## src/rtl/lsu_pkg.sv

```systemverilog
// Shared types and helpers for the load/store initiator.
// Holds the RISC-V funct3 encodings, the FSM state type, and the
// legality / byte-enable / load-format functions used by the datapath.
package lsu_pkg;

  localparam logic [2:0] F3_B  = 3'b000;
  localparam logic [2:0] F3_H  = 3'b001;
  localparam logic [2:0] F3_W  = 3'b010;
  localparam logic [2:0] F3_BU = 3'b100;
  localparam logic [2:0] F3_HU = 3'b101;

  typedef enum logic [1:0] {IDLE, ISSUE, WAIT, RESP} lsu_state_t;

  // Unsigned-extend variants exist only for loads; stores reject them.
  function automatic logic is_legal(input logic we, input logic [2:0] funct3,
                                    input logic [1:0] off);
    logic ok;
    case (funct3)
      F3_B:    ok = 1'b1;
      F3_H:    ok = ~off[0];
      F3_W:    ok = (off == 2'b00);
      F3_BU:   ok = ~we;
      F3_HU:   ok = ~we & ~off[0];
      default: ok = 1'b0;
    endcase
    return ok;
  endfunction

  function automatic logic [3:0] store_be(input logic [2:0] funct3,
                                          input logic [1:0] off);
    logic [3:0] be;
    case (funct3)
      F3_B:    be = 4'b0001 << off;
      F3_H:    be = off[1] ? 4'b1100 : 4'b0011;
      F3_W:    be = 4'b1111;
      default: be = 4'b0000;
    endcase
    return be;
  endfunction

  function automatic logic [31:0] load_fmt(input logic [2:0] funct3,
                                           input logic [1:0] off,
                                           input logic [31:0] word);
    logic [31:0] lane;
    logic [31:0] res;
    lane = word >> {off, 3'b000};
    case (funct3)
      F3_B:    res = {{24{lane[7]}}, lane[7:0]};
      F3_BU:   res = {24'h0, lane[7:0]};
      F3_H:    res = {{16{lane[15]}}, lane[15:0]};
      F3_HU:   res = {16'h0, lane[15:0]};
      F3_W:    res = word;
      default: res = '0;
    endcase
    return res;
  endfunction

endpackage

```

## src/rtl/lsu_initiator_if.sv

```systemverilog
// Request/response and data-memory signal bundle for lsu_initiator.
//   req_*  : request from execute stage (valid/ready handshake)
//   resp_* : one-cycle completion pulse with load data / error flag
//   mem_*  : word-organised data memory port (read data one cycle after mem_re)
// slave  : the initiator's view; master : the environment's view.
interface lsu_initiator_if #(
  parameter int DM_ADDRESS = 9,
  parameter int DATA_W     = 32
);
  logic                  req_valid;
  logic                  req_ready;
  logic                  req_we;
  logic [2:0]            req_funct3;
  logic [31:0]           req_addr;
  logic [DATA_W-1:0]     req_wdata;
  logic                  resp_valid;
  logic [DATA_W-1:0]     resp_rdata;
  logic                  resp_err;
  logic [DM_ADDRESS-1:0] mem_addr;
  logic                  mem_re;
  logic [3:0]            mem_be;
  logic [DATA_W-1:0]     mem_wdata;
  logic [DATA_W-1:0]     mem_rdata;

  modport slave (
    input  req_valid, req_we, req_funct3, req_addr, req_wdata, mem_rdata,
    output req_ready, resp_valid, resp_rdata, resp_err,
           mem_addr, mem_re, mem_be, mem_wdata
  );

  modport master (
    output req_valid, req_we, req_funct3, req_addr, req_wdata, mem_rdata,
    input  req_ready, resp_valid, resp_rdata, resp_err,
           mem_addr, mem_re, mem_be, mem_wdata
  );
endinterface

```

## src/rtl/lsu_lane_align.sv

```systemverilog
// Combinational byte-lane alignment.
//   st_* : store side -- byte enables and lane-replicated write data
//   ld_* : load side  -- lane extract with sign/zero extension
module lsu_lane_align
  import lsu_pkg::*;
#(
  parameter int DATA_W = 32
) (
  input  logic [2:0]        st_funct3_i,
  input  logic [1:0]        st_off_i,
  input  logic [DATA_W-1:0] st_wdata_i,
  output logic [3:0]        st_be_o,
  output logic [DATA_W-1:0] st_wdata_o,
  input  logic [2:0]        ld_funct3_i,
  input  logic [1:0]        ld_off_i,
  input  logic [DATA_W-1:0] ld_word_i,
  output logic [DATA_W-1:0] ld_data_o
);

  always_comb begin
    st_be_o = store_be(st_funct3_i, st_off_i);
    case (st_funct3_i)
      F3_B:    st_wdata_o = {4{st_wdata_i[7:0]}};
      F3_H:    st_wdata_o = {2{st_wdata_i[15:0]}};
      default: st_wdata_o = st_wdata_i;
    endcase
    ld_data_o = load_fmt(ld_funct3_i, ld_off_i, ld_word_i);
  end

endmodule

```

## src/rtl/lsu_initiator.sv

```systemverilog
// Load/store initiator: accepts one request at a time, drives the data
// memory for a single ISSUE cycle, and returns a one-cycle response.
//   clk, reset_n : clock, asynchronous active-low reset
//   bus (slave)  : request, response and data-memory signals
// Latency from accept edge to resp_valid: load 3, store 2, error 1 cycle.
module lsu_initiator
  import lsu_pkg::*;
#(
  parameter int DM_ADDRESS = 9,
  parameter int DATA_W     = 32
) (
  input  logic            clk,
  input  logic            reset_n,
  lsu_initiator_if.slave  bus
);

  lsu_state_t            state_q, state_d;
  logic                  we_q, we_d;
  logic [2:0]            f3_q, f3_d;
  logic [1:0]            off_q, off_d;
  logic                  mem_re_q, mem_re_d;
  logic [3:0]            mem_be_q, mem_be_d;
  logic [DM_ADDRESS-1:0] mem_addr_q, mem_addr_d;
  logic [DATA_W-1:0]     mem_wdata_q, mem_wdata_d;
  logic                  resp_valid_q, resp_valid_d;
  logic                  resp_err_q, resp_err_d;
  logic [DATA_W-1:0]     resp_rdata_q, resp_rdata_d;

  logic [3:0]            st_be;
  logic [DATA_W-1:0]     st_wdata;
  logic [DATA_W-1:0]     ld_data;
  logic                  unused_addr_hi;

  // Byte address bits above the memory width wrap silently.
  assign unused_addr_hi = ^bus.req_addr[31:DM_ADDRESS];

  // Store lanes come straight from the request so the memory strobes can be
  // registered on the accept edge; load formatting uses the captured fields.
  lsu_lane_align #(.DATA_W(DATA_W)) u_align (
    .st_funct3_i (bus.req_funct3),
    .st_off_i    (bus.req_addr[1:0]),
    .st_wdata_i  (bus.req_wdata),
    .st_be_o     (st_be),
    .st_wdata_o  (st_wdata),
    .ld_funct3_i (f3_q),
    .ld_off_i    (off_q),
    .ld_word_i   (bus.mem_rdata),
    .ld_data_o   (ld_data)
  );

  always_comb begin
    state_d      = state_q;
    we_d         = we_q;
    f3_d         = f3_q;
    off_d        = off_q;
    mem_re_d     = 1'b0;
    mem_be_d     = '0;
    mem_addr_d   = mem_addr_q;
    mem_wdata_d  = '0;
    resp_valid_d = 1'b0;
    resp_err_d   = 1'b0;
    resp_rdata_d = '0;

    case (state_q)
      IDLE: begin
        if (bus.req_valid) begin
          we_d  = bus.req_we;
          f3_d  = bus.req_funct3;
          off_d = bus.req_addr[1:0];
          if (is_legal(bus.req_we, bus.req_funct3, bus.req_addr[1:0])) begin
            state_d     = ISSUE;
            mem_addr_d  = {bus.req_addr[DM_ADDRESS-1:2], 2'b00};
            mem_re_d    = ~bus.req_we;
            mem_be_d    = bus.req_we ? st_be : 4'b0000;
            mem_wdata_d = bus.req_we ? st_wdata : '0;
          end else begin
            state_d      = RESP;
            resp_valid_d = 1'b1;
            resp_err_d   = 1'b1;
          end
        end
      end
      ISSUE: begin
        if (we_q) begin
          state_d      = RESP;
          resp_valid_d = 1'b1;
        end else begin
          state_d = WAIT;
        end
      end
      WAIT: begin
        state_d      = RESP;
        resp_valid_d = 1'b1;
        resp_rdata_d = ld_data;
      end
      RESP: begin
        state_d = IDLE;
      end
      default: begin
        state_d = IDLE;
      end
    endcase
  end

  always_ff @(posedge clk or negedge reset_n) begin
    if (!reset_n) begin
      state_q      <= IDLE;
      we_q         <= 1'b0;
      f3_q         <= '0;
      off_q        <= '0;
      mem_re_q     <= 1'b0;
      mem_be_q     <= '0;
      mem_addr_q   <= '0;
      mem_wdata_q  <= '0;
      resp_valid_q <= 1'b0;
      resp_err_q   <= 1'b0;
      resp_rdata_q <= '0;
    end else begin
      state_q      <= state_d;
      we_q         <= we_d;
      f3_q         <= f3_d;
      off_q        <= off_d;
      mem_re_q     <= mem_re_d;
      mem_be_q     <= mem_be_d;
      mem_addr_q   <= mem_addr_d;
      mem_wdata_q  <= mem_wdata_d;
      resp_valid_q <= resp_valid_d;
      resp_err_q   <= resp_err_d;
      resp_rdata_q <= resp_rdata_d;
    end
  end

  assign bus.req_ready  = (state_q == IDLE);
  assign bus.resp_valid = resp_valid_q;
  assign bus.resp_err   = resp_err_q;
  assign bus.resp_rdata = resp_rdata_q;
  assign bus.mem_re     = mem_re_q;
  assign bus.mem_be     = mem_be_q;
  assign bus.mem_addr   = mem_addr_q;
  assign bus.mem_wdata  = mem_wdata_q;

endmodule

```

## src/flat_wrapper.sv

```systemverilog
// flat-port wrapper written by rule: the top's interface ports become plain ports
module lsu_initiator_flat import lsu_pkg::*;
#(
  parameter int DM_ADDRESS = 9,
  parameter int DATA_W     = 32
)
  (clk, reset_n, bus_req_valid, bus_req_we, bus_req_funct3, bus_req_addr, bus_req_wdata, bus_mem_rdata, bus_req_ready, bus_resp_valid, bus_resp_rdata, bus_resp_err, bus_mem_addr, bus_mem_re, bus_mem_be, bus_mem_wdata);
  lsu_initiator_if #(.DM_ADDRESS(DM_ADDRESS), .DATA_W(DATA_W)) bus_i ();
  input  logic clk;
  input  logic reset_n;
  input wire logic [$bits(bus_i.req_valid)-1:0] bus_req_valid;
  input wire logic [$bits(bus_i.req_we)-1:0] bus_req_we;
  input wire logic [$bits(bus_i.req_funct3)-1:0] bus_req_funct3;
  input wire logic [$bits(bus_i.req_addr)-1:0] bus_req_addr;
  input wire logic [$bits(bus_i.req_wdata)-1:0] bus_req_wdata;
  input wire logic [$bits(bus_i.mem_rdata)-1:0] bus_mem_rdata;
  output wire logic [$bits(bus_i.req_ready)-1:0] bus_req_ready;
  output wire logic [$bits(bus_i.resp_valid)-1:0] bus_resp_valid;
  output wire logic [$bits(bus_i.resp_rdata)-1:0] bus_resp_rdata;
  output wire logic [$bits(bus_i.resp_err)-1:0] bus_resp_err;
  output wire logic [$bits(bus_i.mem_addr)-1:0] bus_mem_addr;
  output wire logic [$bits(bus_i.mem_re)-1:0] bus_mem_re;
  output wire logic [$bits(bus_i.mem_be)-1:0] bus_mem_be;
  output wire logic [$bits(bus_i.mem_wdata)-1:0] bus_mem_wdata;
  assign bus_i.req_valid = bus_req_valid;
  assign bus_i.req_we = bus_req_we;
  assign bus_i.req_funct3 = bus_req_funct3;
  assign bus_i.req_addr = bus_req_addr;
  assign bus_i.req_wdata = bus_req_wdata;
  assign bus_i.mem_rdata = bus_mem_rdata;
  assign bus_req_ready = bus_i.req_ready;
  assign bus_resp_valid = bus_i.resp_valid;
  assign bus_resp_rdata = bus_i.resp_rdata;
  assign bus_resp_err = bus_i.resp_err;
  assign bus_mem_addr = bus_i.mem_addr;
  assign bus_mem_re = bus_i.mem_re;
  assign bus_mem_be = bus_i.mem_be;
  assign bus_mem_wdata = bus_i.mem_wdata;
  lsu_initiator #(.DM_ADDRESS(DM_ADDRESS), .DATA_W(DATA_W)) u_core (.clk(clk), .reset_n(reset_n), .bus(bus_i));
endmodule
```

## config.mk

```make
export PLATFORM = sky130hd
export DESIGN_NAME = lsu_initiator_flat
export DESIGN_NICKNAME = d
export VERILOG_FILES = /design/src/rtl/lsu_pkg.sv /design/src/rtl/lsu_initiator_if.sv /design/src/rtl/lsu_lane_align.sv /design/src/rtl/lsu_initiator.sv /design/src/flat_wrapper.sv
export SDC_FILE = /design/constraint.sdc
export NUM_CORES = 1
export LEC_CHECK = 0
export CELL_PAD_IN_SITES_DETAIL_PLACEMENT = 1
export CELL_PAD_IN_SITES_GLOBAL_PLACEMENT = 1
export CORE_ASPECT_RATIO = 1.75
export CORE_UTILIZATION = 25
export DETAILED_ROUTE_END_ITERATION = 10
export GPL_TIMING_DRIVEN = 0
export PLACE_DENSITY = 0.68
export SLEW_MARGIN = 20
export SYNTH_ARGS = -nofsm -noshare
export SYNTH_HDL_FRONTEND = slang
export SYNTH_SLANG_ARGS = --single-unit
```

## constraint.sdc

```tcl
create_clock -name clk -period 2 [get_ports clk]
set_input_delay 0.3 -clock clk [delete_from_list [all_inputs] [get_ports clk]]
set_output_delay 0.3 -clock clk [all_outputs]
set_load 0.05 [all_outputs]
```

* Word-level counts from Yosys, hierarchy flattened
Index checks and enable logic that the tools add are counted.
Word-level totals: flip-flop bits (word level) 86, input bits 103, logic and storage cells 62
Cells by class: equality and inequality tests 12, shift operators 2, multiplexer cells 28, bitwise operators 3, reductions and logical operators 6
Operators by type and width (number):
- $mux 32 | 5
- $pmux 32 s5 | 1
- $pmux 32 s2 | 1
- $shr 32x5->16 | 1
- $mux 4 | 5
- $eq 3x3->1 const B | 4
- $pmux 4 s3 | 1
- $mux 1 | 10
- $pmux 2 s4 | 1
- $eq 3x1->1 const B | 2
- $eq 3x2->1 const B | 2
- $logic_not 3->1 | 2
- $pmux 1 s5 | 1
- $eq 2x2->1 const B | 2
- $logic_not 2->1 | 2
- $mux 2 | 2
- $shl 1x2->4 const A | 1
- $pmux 1 s3 | 1
- $reduce_and 3->1 | 1
- $eq 2x1->1 const B | 1
- $ne 2x2->1 const B | 1
- $not 1->1 | 2
- $reduce_and 2->1 | 1
- $and 1x1->1 | 1

* Depth between registers and ports, before layout
Gate-level depths: netlist of run 1.
depth after elaboration 8, mapped depth 8, gate-level depth less buffers 5

* By module
Synthesis of run 1 repeated with hierarchy kept, for this count alone.
Second synthesis, totals: cells, all modules 396, area, all modules 4341.7 sq um
Modules (own cells, without submodules):
- lsu_initiator | times used 1, cells an instance 200, area an instance 3010.4 sq um
- lsu_lane_align | times used 1, cells an instance 196, area an instance 1331.3 sq um

* Least setup slack after synthesis of run 1
OpenSTA, ideal clock, no wires.
kind flip-flop to flip-flop, start point register u_core.state_q[0], end point register u_core.mem_wdata_q[15] (netlist: u_core.bus.mem_wdata[15]), setup time 0.077 ns, data arrival time 1.939 ns, required time 1.923 ns, setup slack -0.016 ns, stages on the path, launching flop included 9, clock period less this slack 2.016 ns, cells stage by stage dfrtp_1 > inv_1 > ha_1 > clkbuf_1 > nand3_1 > nand2b_1 > buf_2 > buf_2 > a21oi_1
On the way: word-level cells in the longest chain between the ends 2
Ends and longest elaborated chain:
- start, declared | RTL line lsu_initiator.sv:17 | lsu_state_t state_q, state_d;
- start signal, assigned | RTL line lsu_initiator.sv:119 | state_q <= state_d;
- $logic_not 2->1
- named net bus_req_ready | RTL line flat_wrapper.sv:17 | output wire logic [$bits(bus_i.req_ready)-1:0] bus_req_ready;
- $mux 32 | RTL line lsu_initiator.sv:64 | case (state_q)
- named net u_core.mem_wdata_d[15] | RTL line lsu_initiator.sv:24 | logic [DATA_W-1:0] mem_wdata_q, mem_wdata_d;
- end signal, assigned | RTL line lsu_initiator.sv:126 | mem_wdata_q <= mem_wdata_d;
- end, declared | RTL line lsu_initiator.sv:24
The timed path passes the listed nets, and every way through them passes these cells. A chain may end at the register's enable or synchronous reset.

* Worst setup path in the final report of run 1
start point register u_core.f3_q[1], end point register u_core.resp_rdata_q[12] (netlist: u_core.bus.resp_rdata[12])
On the way: word-level cells in the longest chain between the ends 3
Ends and longest elaborated chain:
- start, declared | RTL line lsu_initiator.sv:19 | logic [2:0] f3_q, f3_d;
- start signal, assigned | RTL line lsu_initiator.sv:109 | f3_q <= '0;
- start signal, assigned | RTL line lsu_initiator.sv:121 | f3_q <= f3_d;
- $eq 3x2->1 (tied with other cells) | RTL line lsu_pkg.sv:47 | case (funct3)
- $pmux 32 s5 (*) | RTL line lsu_pkg.sv:47
- $mux 32 (*) | RTL line lsu_initiator.sv:64
- named net u_core.resp_rdata_d[12] | RTL line lsu_initiator.sv:27 | logic [DATA_W-1:0] resp_rdata_q, resp_rdata_d;
- end signal, assigned | RTL line lsu_initiator.sv:129 | resp_rdata_q <= resp_rdata_d;
- end, declared | RTL line lsu_initiator.sv:27
The timed path passes the listed nets; every way through them passes the cells marked *.

==> summary.txt, run 1 <==
Global route
  – First-pass GRT wire length: 20600 um
  – Initial antenna violation count: 0
  – GRT Residual Overflow: 0
  – Largest net degree at the start of global routing: 55
  – All-Layer GR Usage: 17.5%
  – Vias in the first global route: 3866

Hold path
  – Hold Crit Start: bus_req_valid
  – Hold Crit Class: input port to flip-flop
  – Hold Path End: u_core.bus.resp_err
  – Hold Path Cell Cnt: 3

Yosys
  – Yosys warning total: 0
  – Post-synth top cells: dfrtp_1 (86), nand2_1 (54), a21oi_1 (48), mux2i_1 (19), nor2_1 (18)
  – Sequential share of the synthesized area: 55.7%
  – Top-area cell type share of the netlist area: 55.7%
  – Register bit total from synthesis: 86
  – Area contributors post-synth: dfrtp_1 (56%), a21oi_1 (6.2%), nand2_1 (5.2%)
  – Yosys top cell by area: dfrtp_1
  – Post-Syn Instances: 369
  – Post-synth EDFFs: 0
  – Count leader, synth: dfrtp_1
  – Unique cell type count in the Yosys netlist: 36
  – Ys async rst share: 100%
  – Syn Std Cell Area: 3870 sq um
  – Mean Syn Cell Area: 10.5 sq um
  – Top_reg_cell synth: dfrtp_1

Drt
  – Number of DRC markers in iteration 0: 87
  – Routed vias/inst: 4.81
  – Routed Antenna Nets: 0
  – Wire length per cell: 18.7 um
  – Drt drc: 0
  – Via count: 3494
  – Total Wirelength: 13600 um
  – Drt pass-1 iters: 4

Timing
  – Slew headroom: 61.7%
  – RSZ-0062 raised after global routing: no
  – Final slew viol count: 0
  – Final number of setup-violating endpoints: 0
  – Final worst-path cycle share: 96.2%
  – Hold Slack: 0.349 ns
  – Final hold vios: 0
  – Setup_tns: 0 ns
  – Final worst-path setup slack: 0.0751 ns
  – Setup Skew: 0.00512 ns
  – Fin crit period: 1.92 ns
  – Worst slew pin tran: 0.572 ns
  – Maximum clock rate: 520 MHz

Power and ir drop
  – Pwr dens: 1400 nW/um^2
  – Leak Pwr: 2.60 nW
  – Maximum vdd ir drop: 0.000464 V

Die
  – Die Span Y: 167 um
  – # IOs: 184
  – Core ar.: 15000 sq um
  – Die Area: 16000 sq um
  – Initial Util: 25.8%
  – Site Rows: 59
  – Die Wd: 96.0 um

Layout
  – Diodes inserted: 0
  – Filler cell count: 1686
  – Layout cells sized above 1: 9.74%
  – Multi-input gate area: 1570 sq um
  – Fin nets: 646
  – Layout area overhead: 57.2%
  – Register area: 2150 sq um

Clock tree
  – Maximum clock path buffer count: 2
  – CTS buffer count: 9
  – Clock Root Buffer: clkbuf_16
  – Clock sinks: 86
  – H-tree lvl count: 3
  – CTS clk-pin slew, worst paths: 0.06 ns
  – CTS tree: yes
  – Clk Latency, worst-skew pair: 0.34 ns

Setup path
  – Reg2Reg Depth: 5
  – Crit path max fanout: 10
  – Setup CP Type: flip-flop to flip-flop
  – CP endpoint kind: flip-flop
  – Cells along the critical path: clkinv_1 -> nor3_2 -> clkbuf_2 -> a22oi_1 -> a21oi_1
  – Reg2Reg Setup Slack: 0.08 ns
  – CP bufs+invs: 2
  – Crit path DAT: 2.19 ns
  – CP max-delay cell: dfrtp_1
  – Worst EP required: 2.26 ns
  – Startpoint types: flip-flop
  – Crit Reg-Reg Endpoint: u_core.bus.resp_rdata[12]
  – Crit path max-delay family: buffers and inverters
  – Max stage delay on crit path: 0.44 ns
  – Worst r2r src: u_core.f3_q[1]

Run
  – Maxcap violations: 0

Status
  – Status: complete, no violations

Place
  – # port buffers: 156
  – GP Congestion: 0.912
  – Estimated wirelength of the detail-placed design: 10800 um
  – DP Worst Slack: -0.278 ns
[per-stage QoR]
stage / utilization (%) / power, mW / area [sq um] / cells
6_report: 40.5 / 8.49 / 6080 / 727
5_1_grt: 40.5 / 8.91 / 6080 / 727
4_1_cts: 40.4 / 8.54 / 6050 / 727
3_5_place_dp: 38.0 / 6.54 / 5690 / 710
3_3_place_gp: 37.8 / 6.43 / 5660 / 709
2_1_floorplan: - / 5.07 / 3870 / 370
[cell usage in the layout, fill, tap and decap left out, types with 5 or more instances in the layout]
cell type	count
clkdlybuf4s50_1	154
dfrtp_1	86
nand2_1	54
a21oi_1	48
mux2i_1	19
nor2_1	17
nor2b_1	17
o21ai_0	13
clkbuf_1	13
mux2_2	11
clkbuf_16	9
a211oi_1	8
and2_1	8
o2bb2ai_1	7
a211o_1	7
a32oi_1	7
a22oi_1	6
nand2b_1	5
[flip-flops by register name, indices dropped and copies added (netlist names)]
name / cells
u_core.bus.mem_addr: 7
u_core.bus.mem_be: 4
u_core.bus.mem_re: 1
u_core.bus.mem_wdata: 32
u_core.bus.resp_err: 1
u_core.bus.resp_rdata: 32
u_core.bus.resp_valid: 1
u_core.f3_q: 3
u_core.off_q: 2
u_core.state_q: 2
u_core.we_q: 1
[layout make-up]
class | instances | share of cell area [%]
Inverter | 5 | 0.309
Clock inverter | 5 | 1.75
Tap cell | 183 | 3.77
Buffer | 29 | 2.62
Multi-Input combinational cell | 250 | 25.9
Sequential cell | 86 | 35.4
Clock buffer | 11 | 4.00
Timing Repair Buffer | 158 | 26.3
[report_power, final]
part	switching, mW	internal, mW
clock network	0.712	1.26
logic	2.67	1.47
registers	0.209	2.16
[worst max path at each step]
stage               cells after the start               from  slack [ns]                        end
floorplan                               8  u_core.state_q[0]        0.12   u_core.bus.mem_wdata[15]
global placement                        1            reset_n       -2.54   u_core.bus.mem_wdata[28]
detailed placement                      6  bus_req_funct3[2]       -0.28    u_core.bus.mem_wdata[9]
CTS                                     7    u_core.off_q[1]      0.0008  u_core.bus.resp_rdata[14]
global route                            5     u_core.f3_q[1]      0.0007  u_core.bus.resp_rdata[12]
finish                                  5     u_core.f3_q[1]        0.08  u_core.bus.resp_rdata[12]
[what timing repair did]
item / in CTS / in global routing
hold endpoints to repair: 32 / 0
gates resized for setup: 4 / 13
endpoints found under the setup margin: 23 / 30
setup buffers: 0 / 0
hold buffers: 1 / 0
[routing by layer]
| metal | global-route usage, % | vias up | share of wire (%) |
|---|---|---|---|
| met5 | 0 | - | 0 |
| met4 | 8.70 | 0 | 3.7 |
| met3 | 4.02 | 22 | 5.7 |
| met2 | 33.3 | 141 | 56 |
| met1 | 16.8 | 1715 | 35 |
| li1 | - | 1616 | - |
[cell families after synthesis]
logic type	synth area share, %
buffers and inverters	4.14
multiplexers	8.51
adder cells (fa/ha/maj)	1.29
other	0.0970
AO/OA/AOI/OAI	16.7
AND/OR/NAND/NOR	13.6
flip-flops	55.7
[worst register-to-register path, stage by stage (launching register included)]
cell      delay [ns]
dfrtp_1         0.44
clkinv_1        0.31
nor3_2          0.34
clkbuf_2        0.32
a22oi_1         0.22
a21oi_1         0.21
No activity file was read; power rests on OpenSTA's default activity.
==> run 2: changes to the inputs <==
--- a/config.mk
+++ b/config.mk
@@ -12,6 +12,7 @@
 export DETAILED_ROUTE_END_ITERATION = 10
 export GPL_TIMING_DRIVEN = 0
 export PLACE_DENSITY = 0.68
+export REMOVE_ABC_BUFFERS = 1
 export SLEW_MARGIN = 20
 export SYNTH_ARGS = -nofsm -noshare
 export SYNTH_HDL_FRONTEND = slang
==> run 2 against run 1 <==
- setup slack got worse by 0.035 ns
- routed wire length decreased by 3.6%
- final area decreased by 0.70%
- final cell count decreased by 2.9%
- sequential share of layout area increased by 0.33 points
- critical path type unchanged
- fmax decreased by 1.8%
- count of clock-buffer cells in the layout decreased by 1
==> summary.txt, run 2 (synthesis gave the netlist of run 1 again) <==
Setup path
  – Crit path max fanout: 26 (+16)
  – Startpoint types: flip-flop
  – CP endpoint kind: flip-flop
  – Crit path DAT: 2.21 ns (+0.02 ns)
  – Setup CP Type: flip-flop to flip-flop
  – Worst EP required: 2.25 ns (about the same)

Timing
  – Worst slew pin tran: 0.755 ns (+0.183 ns)
  – Setup Skew: 0.00920 ns (+0.00408 ns)
  – Fin crit period: 1.96 ns (+0.0350 ns)
  – Slew headroom: 49.6% (-12 points)
  – Setup_tns: 0 ns (unchanged)
  – Final slew viol count: 0 (unchanged)
  – RSZ-0062 raised after global routing: yes
  – Final worst-path cycle share: 98.0% (+1.7 points)
  – Maximum clock rate: 510 MHz (-1.8%)
  – Final worst-path setup slack: 0.0401 ns (-0.0350 ns)
  – Hold Slack: 0.502 ns (+0.153 ns)
  – Final number of setup-violating endpoints: 0 (unchanged)
  – Final hold vios: 0 (unchanged)

Drt
  – Wire length per cell: 18.6 um (-0.70%)
  – Drt pass-1 iters: 4 (unchanged)
  – Via count: 3427 (-1.9%)
  – Total Wirelength: 13100 um (-3.6%)
  – Routed vias/inst: 4.85 (+1.0%)
  – Number of DRC markers in iteration 0: 100 (+15%)
  – Drt drc: 0 (unchanged)
  – Routed Antenna Nets: 0 (unchanged)

Place
  – DP Worst Slack: -1.37 ns (-1.09 ns)
  – Inst Count DP: 685 (-3.5%)
  – GP Congestion: 0.748 (-18%)
  – Estimated wirelength of the detail-placed design: 9620 um (-11%)
  – Placed cell areas: 5610 sq um (-1.3%)
  – # port buffers: 158 (+1.3%)

Clock tree
  – Clock Root Buffer: clkbuf_16
  – CTS buffer count: 9 (unchanged)
  – H-tree lvl count: 3 (unchanged)
  – Clock sinks: 86 (unchanged)
  – CTS tree: yes
  – Maximum clock path buffer count: 2 (unchanged)
  – Clk Latency, worst-skew pair: 0.34 ns (about the same)
  – CTS clk-pin slew, worst paths: 0.07 ns (about the same)

Layout
  – Fin nets: 625 (-3.3%)
  – Final Core Density: 40.3% (-0.28 points)
  – Diodes inserted: 0 (unchanged)
  – Layout area overhead: 56.1%
  – Layout cells sized above 1: 10.1% (+0.39 points)
  – Final instance area: 6030 sq um (-0.70%)
  – Most frequent cells in the layout: clkdlybuf4s50_1 (155), dfrtp_1 (84), nand2_1 (53)
  – Layout Cells excl Fill: 706 (-2.9%)
  – Commonest non-fill, non-tap cell in the layout: clkdlybuf4s50_1

Hold path
  – Hold Crit Class: flip-flop to flip-flop

Die
  – Core ar.: 15000 sq um (unchanged)
  – Die Span Y: 167 um (unchanged)
  – # IOs: 184 (unchanged)
  – Die Wd: 96.0 um (unchanged)
  – Initial Util: 25.8% (unchanged)
  – Die Area: 16000 sq um (unchanged)
  – Site Rows: 59 (unchanged)

Global route
  – All-Layer GR Usage: 17.0% (-0.50 points)
  – Vias in the first global route: 3963 (+2.5%)
  – GRT Residual Overflow: 0 (unchanged)
  – Largest net degree at the start of global routing: 46 (-16%)
  – First-pass GRT wire length: 20500 um (-0.37%)
  – Initial antenna violation count: 0 (unchanged)

Status
  – Status: complete, no violations

Power and ir drop
  – Net Sw Power: 3.59 mW (about the same)
  – Internal power: 4.76 mW (-2.8%)
  – Total chip power: 8.35 mW (-1.6%)
  – Clk pwr share: 22.5% (-0.7 points)
  – Maximum vdd ir drop: 0.000544 V (+17%)
  – Combinational power share: 46.8% (-2.0 points)
  – Register share of total power: 30.7% (+2.8 points)
  – Leak Pwr: 2.57 nW (-1.3%)
  – Sw frac: 43.0% (+0.67 points)
  – Pwr dens: 1380 nW/um^2 (-0.93%)

Run
  – Maxcap violations: 0 (unchanged)
-- run 2: layout make-up --
class | instances | area [sq um]
clock buffers | 10 | 239
clock inverters | 6 | 92.6
fillers | 1652 | 8950
inverters | 5 | 18.8
multi-input cells | 250 | 1620
flip-flops and latches | 86 | 2160
well taps | 183 | 229
repair buffers | 166 | 1680
-- run 2: critical path, stage by stage (launching register included) --
cell     delay (ns)
dfrtp_4        0.64
mux2i_2        0.23
mux2_4         0.28
or4_4          0.51
a21oi_1        0.19
-- run 2: final timing paths --
| kind | startpoint | depth (start not counted) | to | slack (ns) |
|---|---|---|---|---|
| max | u_core.off_q[1] | 4 | u_core.bus.resp_rdata[14] | 0.04 |
| min | u_core.we_q | 2 | u_core.we_q | 0.50 |
| min reg2reg | u_core.we_q | 2 | u_core.we_q | 0.50 |
| max in group asynchronous | reset_n | 3 | u_core.bus.mem_wdata[6] | 0.84 |
| min in group asynchronous | reset_n | 2 | u_core.bus.resp_rdata[21] | 0.51 |
| max reg2reg | u_core.off_q[1] | 4 | u_core.bus.resp_rdata[14] | 0.04 |
-- run 2: power by group through the flow --
stage	Combinational [mW]	Sequential, mW	Clock, mW
3_3_place_gp	3.73	2.55	0
6_report	3.91	2.56	1.88
4_1_cts	3.94	2.57	1.93
5_1_grt	4.16	2.64	1.99
3_5_place_dp	3.86	2.59	0
2_1_floorplan	1.20	3.72	0
-- run 2: repair_timing --
| action | in CTS | in global routing |
|---|---|---|
| setup buffers | 4 | 0 |
| hold buffers | 1 | 0 |
| cloned | 0 | 0 |
| hold endpoints to repair | 41 | 0 |
| setup endpoints to repair | 73 | 18 |
| resized for setup | 14 | 7 |
| pin swaps | 2 | 0 |
-- run 2: routing by layer --
metal,vias up,track usage [%],share of wire [%]
met5,-,0,0
met4,0,6.81,2.8
met3,25,3.29,5.1
met2,124,34.4,60
met1,1702,15.4,32
li1,1576,-,-
